<file path="config.mk">
export PLATFORM = sky130hd
export DESIGN_NAME = alu_accum_sequencer
export DESIGN_NICKNAME = d
export VERILOG_FILES = /design/src/rtl/alu_accum_sequencer.sv
export SDC_FILE = /design/constraint.sdc
export NUM_CORES = 1
export LEC_CHECK = 0
export BUFFER_PORTS_ARGS = -buffer_cell sky130_fd_sc_hd__buf_2
export CORE_AREA = 10 10 69 71
export CTS_BUF_LIST = sky130_fd_sc_hd__clkbuf_8 sky130_fd_sc_hd__clkbuf_16
export DETAILED_ROUTE_END_ITERATION = 6
export DIE_AREA = 0 0 79 81
export HOLD_SLACK_MARGIN = 0.15
export PLACE_DENSITY = 0.71
export SYNTH_ARGS = -nofsm -noshare
export SYNTH_HDL_FRONTEND = slang
export SYNTH_SLANG_ARGS = --single-unit
</file>
<file path="constraint.sdc">
create_clock -name clk -period 2.1 [get_ports clk]
set_clock_uncertainty 0.15 [all_clocks]
set_input_delay 0 -clock clk [delete_from_list [all_inputs] [get_ports clk]]
set_output_delay 0 -clock clk [all_outputs]
set_load 0.005 [all_outputs]
</file>
<file path="src/rtl/alu_accum_sequencer.sv">
// Command/accumulator sequencer in front of a combinational likeALU.
// It accepts one command, drives registered ALU operands for one cycle, then holds the result for handoff.
module alu_accum_sequencer #(
    parameter int W     = 5,
    parameter int CNT_W = 8
) (
    input  logic             clk,
    input  logic             rst_n,
    input  logic             cmd_valid,
    output logic             cmd_ready,
    input  logic             cmd_load,
    input  logic [1:0]       cmd_sel,
    input  logic [W-1:0]     cmd_operand,
    output logic [W-1:0]     alu_a,
    output logic [W-1:0]     alu_b,
    output logic [1:0]       alu_sel,
    input  logic [W-1:0]     alu_out,
    output logic             res_valid,
    input  logic             res_ready,
    output logic [W-1:0]     res_data,
    output logic [W-1:0]     acc,
    output logic [CNT_W-1:0] op_count
);

    typedef enum logic [1:0] {
        IDLE,
        EXEC,
        RESP
    } state_t;

    localparam logic [CNT_W-1:0] CNT_ONE = {{(CNT_W-1){1'b0}}, 1'b1};

    state_t state;

    // cmd_ready is a flop so it stays low for the first edge after reset release.
    always_ff @(posedge clk or negedge rst_n) begin
        if (!rst_n) begin
            state     <= IDLE;
            cmd_ready <= 1'b0;
            acc       <= '0;
            alu_a     <= '0;
            alu_b     <= '0;
            alu_sel   <= 2'b00;
            res_data  <= '0;
            res_valid <= 1'b0;
            op_count  <= '0;
        end else begin
            case (state)
                IDLE: begin
                    cmd_ready <= 1'b1;
                    if (cmd_valid && cmd_ready) begin
                        cmd_ready <= 1'b0;
                        if (cmd_load) begin
                            acc       <= cmd_operand;
                            res_data  <= cmd_operand;
                            res_valid <= 1'b1;
                            state     <= RESP;
                        end else begin
                            alu_a   <= acc;
                            alu_b   <= cmd_operand;
                            alu_sel <= cmd_sel;
                            state   <= EXEC;
                        end
                    end
                end
                EXEC: begin
                    acc       <= alu_out;
                    res_data  <= alu_out;
                    res_valid <= 1'b1;
                    state     <= RESP;
                end
                RESP: begin
                    if (res_ready) begin
                        res_valid <= 1'b0;
                        op_count  <= op_count + CNT_ONE;
                        cmd_ready <= 1'b1;
                        state     <= IDLE;
                    end
                end
                default: begin
                    cmd_ready <= 1'b0;
                    res_valid <= 1'b0;
                    state     <= IDLE;
                end
            endcase
        end
    end

endmodule

</file>
==> results.toml, run 1 <==
[cells_and_area]
diodes = 0
design_area_sq_um = 1800
fin_cells = 211
post-route-util_pct = 51.2
syn_to_final_growth_pct = 38.3
final_nets = 180
drive_gt1_share_pct = 49.7

[global_routing]
antenna_found_initial = 0
grt_pass1_vias = 1130
grt_pass1_wl_mm = 5.46
grt_max_degree = 30
overflow = 0
grt_usage_pct = 10.8

[setup_path]
crit_family = "multiplexers"
critPathMaxFanout = 10
critPathRequiredTime_ns = 2.12
slowest_delay_ns = 0.53
crit_arrival_ns = 1.87
crit_type = "flop to flop"
path_cells = "nor2b_1 -> mux2_2 -> mux2_2"
crit_top_cell = "mux2_2"
cp_slowest_cell = "dfrtp_1"
cp-start-kind = "flop"
cp_num_buf_inv = 0
endpoint_kind = "flop"

[pwr]
p_int_mw = 1.51
pwr-share-seq_pct = 44.7
p_sw_share_pct = 33.8
leakage_nw = 0.881
p_sw_mw = 0.771
finalPower_mw = 2.28
power_frac_comb_pct = 36.1
pwr-share-clk_pct = 19.2
ir_drop_uv = 749
cellPowerDensity_nw_per_um2 = 1270

[drt]
drt-met1-wl_mm = 1.31
drtIter0Drc = 40
vias_per_cell = 4.63
post_drt_wl_per_cell_um = 15.6
postRouteWirelength_mm = 3.28
drc = 0
dr.pass1.iters = 4
ant_nets = 0
top_layer_used = "met4"
wl_met3_um = 248
num_vias = 977
wl_met2_mm = 1.69

[floorplan]
start_util_pct = 37.0
die_h_um = 81
rows = 22
die_area_sq_um = 6400
io_pins = 49
die_x_um = 79
core_area_sq_um = 3520

[clocking]
insertion_delay_ns = 0.28
cts_made_buffers = 5
postCtsSetupRepairBufs = 0
postCtsResizedCells = 0
cts_tree = "done"
cts.sinks = 29
clk_path_buf_depth = 2
htree_num_levels = 2
clockRootBuffer = "clkbuf_8"
clk_pin_slew_worst_paths_ns = 0.07

[sta]
tns_ns = 0
setup_violations = 0
hold_violations = 0
period_share_pct = 87.9
drv_slew = 0
fmax_ghz = 0.542
rsz0062_at_grt = "no"
worst_slew_pin_slew_ns = 0.632
fin_crit_ns = 1.85
slew_headroom_pct = 57.8

[job]
maxCapViolations = 0

[logic_synthesis]
syn_inst = 96
synth_cell_type_count = 25
syn_area_per_cell_sq_um = 13.6
synth_seq_cells = 29
yosysSeqAreaShare_pct = 55.7
syn_area_sq_um = 1300
ys_warn_count = 0
syn-num-nets = 114

[placement]
port_buffers = 48
dpl-instance-area_sq_um = 1540
dp_hpwl_mm = 2.38
placed_cells = 185
place.gp.congestion = 0.681

[outcome]
outcome = "completed"

[min_path]
hold_path.class = "flop to flop"
cell families (layout without fill, tap and decap cells):
group                      Yosys count  count (layout)  share of synthesized area, %
xor gates and xnor gates             7               7                          4.70
AOI/OAI and AO/OA                    6               6                          3.17
buffers and inverters               10              77                          6.05
DFF                                 29              29                          55.7
and+or+nand+nor                     21              21                          10.5
adders and majority gates            1               1                         0.960
muxes                               22              22                          19.0
flip-flops by register name, indices dropped and copies added (netlist names):
name,cells
alu_b,5
cmd_ready,1
acc,5
state,2
alu_a,5
alu_sel,2
op_count,8
res_valid,1
cell usage after synthesis:
master / number / share of area (%)
nand3_1: 2 / 0.77
nor2_1: 2 / 0.58
nor4_4: 1 / 1.6
dfrtp_1: 29 / 56
or2b_1: 1 / 0.58
nor4_1: 1 / 0.48
nand2_1: 7 / 2.0
nor3_1: 3 / 1.2
buf_4: 5 / 2.9
ha_1: 1 / 0.96
mux2_2: 22 / 19
buf_6: 3 / 2.6
o21bai_1: 1 / 0.58
nand4_1: 1 / 0.48
nand3b_4: 1 / 1.5
nor2b_1: 1 / 0.48
xor2_1: 3 / 2.0
o21ai_0: 1 / 0.38
o22ai_1: 1 / 0.48
xnor2_1: 4 / 2.7
and3b_2: 1 / 0.77
o21a_1: 1 / 0.58
inv_1: 2 / 0.58
a221oi_1: 1 / 0.67
a31oi_1: 1 / 0.48
placed cells by master (no fill, tap or decap), drive strengths merged:
cell	instances
o22ai	1
xnor2	4
nand2	7
and3b	1
ha	1
clkinv	2
nand3b	1
or2b	1
nor2b	1
nand4	1
nor4	2
dlygate4sd3	18
mux2	22
a31oi	1
nor2	2
nand3	2
dfrtp	29
clkbuf	5
a221oi	1
buf	49
o21a	1
xor2	3
inv	3
o21bai	1
nor3	3
o21ai	1
metal layers:
metal	global-route usage [%]	vias to the layer above
met2	18.9	33
met4	2.69	0
li1	-	458
met5	0	-
met3	5.41	4
met1	11.2	482
power by group through the flow:
| stage | Combinational (mW) | Sequential (mW) | Clock (mW) |
|---|---|---|---|
| after floorplan | 0.516 | 0.987 | 0 |
| after global placement | 0.782 | 1.00 | 0 |
| after detailed placement | 0.809 | 1.02 | 0 |
| after CTS | 0.847 | 1.02 | 0.444 |
| after global routing | 0.920 | 1.06 | 0.472 |
| final | 0.824 | 1.02 | 0.438 |
what timing repair did:
action	CTS	global route
hold endpoints to repair	52	0
setup endpoints to repair	0	0
hold buffers	18	0
final timing paths:
path / startpoint / to / slack, ns / cells after the start
setup / recovery: state[0] / acc[0] / 0.25 / 3
hold / removal: res_valid / res_valid / 0.34 / 1
setup reg to reg: state[0] / acc[0] / 0.25 / 3
hold reg to reg: res_valid / res_valid / 0.34 / 1
max in group asynchronous: rst_n / alu_b[3] / 0.72 / 3
min in group asynchronous: rst_n / alu_sel[0] / 0.66 / 3
cell type report:
type / count / area, sq um
well taps: 48 / 60.1
inverters: 2 / 7.51
clock buffers: 5 / 68.8
clock inverters: 3 / 13.8
repair buffers: 67 / 428
fillers: 324 / 1720
flip-flops and latches: 29 / 726
multi-input cells: 57 / 499
stage by stage:
stage / hold WS (ns) / setup WS, ns
after detailed placement: -0.0936 / 0.247
after global routing: 0.364 / 0.163
final: 0.339 / 0.254
after global placement: -0.105 / 0.318
after CTS: 0.329 / 0.231
after floorplan: -0.446 / 0.442
(Power assumes the default switching activity.)
==> run 2: changes to the inputs <==
--- a/config.mk
+++ b/config.mk
@@ -5,6 +5,7 @@
 export SDC_FILE = /design/constraint.sdc
 export NUM_CORES = 1
 export LEC_CHECK = 0
+export ABC_AREA = 1
 export BUFFER_PORTS_ARGS = -buffer_cell sky130_fd_sc_hd__buf_2
 export CORE_AREA = 10 10 69 71
 export CTS_BUF_LIST = sky130_fd_sc_hd__clkbuf_8 sky130_fd_sc_hd__clkbuf_16
==> results.toml, run 2 <==
[sta]
rsz0062_at_grt = "no"
finalWorstSetupSlack_ns = 0.216
tns_ns = 0
fmax_ghz = 0.531
setup_violations = 0
slew_headroom_pct = 58.1
period_share_pct = 89.7
worst_slew_pin_slew_ns = 0.628
hold_violations = 0
fin_crit_ns = 1.88
drv_slew = 0

[drt]
post_drt_wl_per_cell_um = 12.6
postRouteWirelength_mm = 3.62
num_vias = 1290
drtIter0Drc = 74
drc = 0
dr.pass1.iters = 4
vias_per_cell = 4.49
ant_nets = 0

[floorplan]
die_h_um = 81
die_area_sq_um = 6400
die_x_um = 79
start_util_pct = 37.6
rows = 22
io_pins = 49
core_area_sq_um = 3520

[logic_synthesis]
syn_area_sq_um = 1330
synthAdderAreaFrac_pct = 0.944
syn_inst = 161
synth_cell_type_count = 17
synth_xor_xnor_area_share_pct = 2.64
syn-num-nets = 179
synth_commonest_cells = "79 x nand2_1, 29 x dfrtp_1, 17 x nand3_1"
synth_compound_area_share_pct = 1.04
ys.flop_type = "dfrtp_1"
ys_warn_count = 0
synth-simple-area-share_pct = 32.8
yosysMostFrequentCell = "nand2_1"
synth_top_family_by_area = "simple AND/OR/NAND/NOR gates"
synth_top_area_share_pct = 54.8
ys_top_cells_by_area = "dfrtp_1 55%, nand2_1 22%, nand3_1 6.4%, buf_4 3.4%, inv_1 2.8%"
yosysSeqAreaShare_pct = 54.8
muxShareOfSynthArea_pct = 0
synth_seq_cells = 29
syn_area_per_cell_sq_um = 8.23
synth_edf_count = 0
yosys.area.top_type = "dfrtp_1"
async_flop_share_pct = 100

[setup_path]
critPathRequiredTime_ns = 2.18
critPathMaxFanout = 13
endpoint_kind = "flop"
reg2reg_depth = 6
cp-start-kind = "flop"
crit_type = "flop to flop"
crit_arrival_ns = 1.96

[global_routing]
antenna_found_initial = 0
grt_usage_pct = 12.0
grt_max_degree = 30
grt_pass1_wl_mm = 6.05
overflow = 0
grt_pass1_vias = 1263

[cells_and_area]
post-route-util_pct = 56.8
largest_reg_flops = 8
fin_cells = 287
n_fill_cell = 330
syn_to_final_growth_pct = 51.1
diodes = 0
final_nets = 256
final_common_cell = "nand2_1"
drive_gt1_share_pct = 27.2
regMostFlops = "op_count"
final_cell_mix = "79 x nand2_1, 48 x buf_2, 29 x dfrtp_1, 29 x dlygate4sd3_1, 17 x nand3_1"

[pwr]
cellPowerDensity_nw_per_um2 = 1260
ir_drop_uv = 615
finalPower_mw = 2.53
leakage_nw = 1.09

[clocking]
cts_tree = "done"
insertion_delay_ns = 0.29
clk_pin_slew_worst_paths_ns = 0.07
htree_num_levels = 2
hold_buffers = 29
postCtsResizedCells = 0
cts_made_buffers = 5
postCtsSetupRepairBufs = 0
cts.sinks = 29
clockRootBuffer = "clkbuf_8"
clk_path_buf_depth = 2

[placement]
place.gp.congestion = 0.828
port_buffers = 48
dp_slack_ns = 0.589
dp_hpwl_mm = 2.44
placed_cells = 250

[min_path]
hold_path.class = "flop to flop"
min_delay_path_depth = 2

[outcome]
outcome = "completed"

[job]
maxCapViolations = 0
==> run 2: changes by cell type after synthesis, sizes merged, moves of 2 or more <==
cell and change:
inv +11, mux2 -22, nand2 +72, nand3 +16, nor2 +2, nor3 -3, nor4 -2, xnor2 -2
==> run 2: per-layer routing <==
layer / up-vias / global-route usage, % / part of all wire (%)
li1: 645 / - / -
met1: 597 / 13.2 / 44
met2: 40 / 19.7 / 47
met3: 8 / 4.86 / 7.3
met4: 0 / 5.91 / 1.9
met5: - / 0 / 0
==> run 2: worst paths after layout <==
path	from	to	slack (ns)
hold reg to reg	alu_a[4]	alu_a[4]	0.33
setup / recovery	state[0]	alu_sel[0]	0.22
hold / removal	alu_a[4]	alu_a[4]	0.33
setup reg to reg	state[0]	alu_sel[0]	0.22
max in group asynchronous	rst_n	op_count[7]	0.72
min in group asynchronous	rst_n	alu_a[0]	0.66
==> run 2: where the power goes <==
part	switching, mW	total, mW	internal, mW
combinational	0.436	0.847	0.412
sequential	0.198	0.988	0.789
clock	0.224	0.695	0.471
total	0.857	2.53	1.67
==> run 2: metrics by stage <==
step / area [sq um] / hold slack [ns]
after floorplan: 1330 / -0.446
after global placement: 1580 / -0.0915
after detailed placement: 1580 / -0.0903
after CTS: 2000 / 0.329
after global routing: 2000 / 0.363
final: 2000 / 0.327
==> run 2: cells by family (layout without fill, tap and decap cells) <==
logic type,Yosys count,in the layout
DFF,29,29
adders and majority gates,1,1
and+or+nand+nor,104,104
AOI/OAI and AO/OA,2,2
buffers and inverters,21,99
xor gates and xnor gates,4,4
==> run 2: cell type report <==
type / instances / area, sq um / share of cell area, %
flip-flops and latches: 29 / 726 / 36.3
repair buffers: 78 / 538 / 26.9
multi-input cells: 111 / 495 / 24.7
clock buffers: 5 / 68.8 / 3.44
clock inverters: 3 / 65.1 / 3.25
well taps: 48 / 60.1 / 3.00
inverters: 13 / 48.8 / 2.44
==> run 2: worst max-delay path: stages, from the launching register on <==
cell,delay [ns]
dfrtp_1,0.47
nor2_2,0.16
nand4_1,0.13
inv_2,0.21
nand2_1,0.07
dlygate4sd3_1,0.56
nand2_1,0.07
==> run 3: changes to the inputs <==
--- a/config.mk
+++ b/config.mk
@@ -7,12 +7,12 @@
 export LEC_CHECK = 0
 export ABC_AREA = 1
 export BUFFER_PORTS_ARGS = -buffer_cell sky130_fd_sc_hd__buf_2
-export CORE_AREA = 10 10 69 71
+export CORE_AREA = 10 10 68 70
 export CTS_BUF_LIST = sky130_fd_sc_hd__clkbuf_8 sky130_fd_sc_hd__clkbuf_16
 export DETAILED_ROUTE_END_ITERATION = 6
-export DIE_AREA = 0 0 79 81
+export DIE_AREA = 0 0 78 80
 export HOLD_SLACK_MARGIN = 0.15
-export PLACE_DENSITY = 0.71
+export PLACE_DENSITY = 0.73
 export SYNTH_ARGS = -nofsm -noshare
 export SYNTH_HDL_FRONTEND = slang
 export SYNTH_SLANG_ARGS = --single-unit
==> results.toml, run 3 (synthesis gave the netlist of run 2 again) <==
[setup_path]
slowest_delay_ns = 0.56
reg2reg_depth = 7
critPathMaxFanout = 13
regToRegStartpoint = "state[0]"
crit_type = "flop to flop"
endpoint_kind = "flop"
crit_top_cell = "nand2_1"
crit_arrival_ns = 2.01
crit_family = "buffers and inverters"
cp_num_buf_inv = 3
cp_slowest_cell = "dlygate4sd3_1"
path_cells = "nor2_2 -> nand4_1 -> buf_4 -> inv_4 -> nand2_1 -> nand2_1 -> dlygate4sd3_1"
r2r_end = "alu_b[4]"
cp-start-kind = "flop"
rrSetupSlack_ns = 0.15
critPathRequiredTime_ns = 2.16

[drt]
postRouteWirelength_mm = 3.49
dr.pass1.iters = 4
num_vias = 1264
drtIter0Drc = 83
post_drt_wl_per_cell_um = 12.3
ant_nets = 0
drc = 0
vias_per_cell = 4.44

[global_routing]
antenna_found_initial = 0
overflow = 0
grt_pass1_vias = 1327
grt_max_degree = 22
grt_pass1_wl_mm = 6.09
grt_usage_pct = 12.1

[sta]
period_share_pct = 92.8
rsz0062_at_grt = "no"
drv_slew = 0
worst_slew_pin_slew_ns = 1.01
slew_headroom_pct = 32.1
fmax_ghz = 0.513
fin_hold_ws_ns = 0.322
fin_crit_ns = 1.95
hold_violations = 0
setup_violations = 0
tns_ns = 0

[cells_and_area]
fin_cells = 285
diodes = 0
syn_to_final_growth_pct = 48.3
multi_input_area_sq_um = 495
final_cell_mix = "79 x nand2_1, 48 x buf_2, 30 x dlygate4sd3_1"
largest_reg_flops = 8
n_fill_cell = 278
drive_gt1_share_pct = 26.4
post-route-util_pct = 59.8
regArea_sq_um = 726
final_common_cell = "nand2_1"
final_nets = 257
regMostFlops = "op_count"

[clocking]
insertion_delay_ns = 0.27
htree_num_levels = 2
clk_pin_slew_worst_paths_ns = 0.06
postCtsSetupRepairBufs = 0
cts_made_buffers = 5
cts_tree = "done"
cts.sinks = 29
clockRootBuffer = "clkbuf_8"
clk_path_buf_depth = 2

[min_path]
hold_path.class = "flop to flop"
hold_end = "alu_a[1]"
min_delay_path_depth = 2
holdCritStartpoint = "alu_a[1]"

[floorplan]
rows = 21
io_pins = 49
core_area_sq_um = 3280
start_util_pct = 40.3
die_area_sq_um = 6240
die_h_um = 80
die_x_um = 78

[outcome]
outcome = "completed"

[pwr]
leakage_nw = 1.10
cellPowerDensity_nw_per_um2 = 1200
ir_drop_uv = 520

[placement]
place.gp.congestion = 0.778
port_buffers = 48
placed_cells = 248
dp_hpwl_mm = 2.37

[job]
maxCapViolations = 0
==> run 3: changes by cell type in the layout (fill, tap and decap cells not counted) <==
cell	before	now
bufinv_16	2	0
clkbuf_8	5	6
clkinv_2	1	0
dlygate4sd3_1	29	30
inv_1	10	11
inv_2	3	2
inv_4	0	1
==> run 3: how the worst max path moves through the flow <==
stage	slack, ns	end	start	cells after the start
after floorplan	0.78	op_count[5]	state[0]	7
after global placement	0.58	acc[4]	state[0]	5
after detailed placement	0.61	acc[4]	state[0]	5
after CTS	0.11	alu_b[3]	state[0]	7
after global routing	0.05	alu_b[4]	state[0]	7
final	0.15	alu_b[4]	state[0]	7
==> run 3: layout make-up <==
cell class / instances / share of cell area [%]
sequential: 29 / 36.9
timing repair buffer: 79 / 27.9
multi-input combinational: 111 / 25.2
clock buffer: 6 / 4.20
tap: 46 / 2.93
inverter: 13 / 2.61
clock inverter: 1 / 0.191
==> run 3: timing repair <==
| item | in CTS | in global routing |
|---|---|---|
| setup endpoints to repair | 0 | 5 |
| resized for setup | 0 | 1 |
| hold endpoints to repair | 58 | 0 |
| hold buffers | 30 | 0 |
==> run 3: worst register-to-register path: cells and delay by family, from the launching register on <==
family,cells,cell delay [ns]
buf+inv,3,0.88
simple gates,4,0.37
flops,1,0.48
==> run 3: per-layer routing <==
layer	track usage [%]	vias to the layer above	share of wire, %
li1	-	644	-
met1	13.3	560	43
met2	19.8	53	46
met3	6.08	7	9.7
met4	4.30	0	1.3
met5	0	-	0
==> run 3: report_power, final <==
| group | switching [mW] | internal [mW] |
|---|---|---|
| Clock | 0.188 | 0.254 |
| Combinational | 0.454 | 0.484 |
| Sequential | 0.190 | 0.790 |
==> run 3: metrics by stage <==
stage / power [mW] / setup slack (ns) / instance area [sq um]
after CTS: 2.38 / 0.112 / 1960
final: 2.36 / 0.150 / 1960
after global routing: 2.58 / 0.0478 / 1960
after global placement: 1.76 / 0.581 / 1580
after detailed placement: 1.77 / 0.612 / 1580
after floorplan: 1.44 / 0.775 / 1330
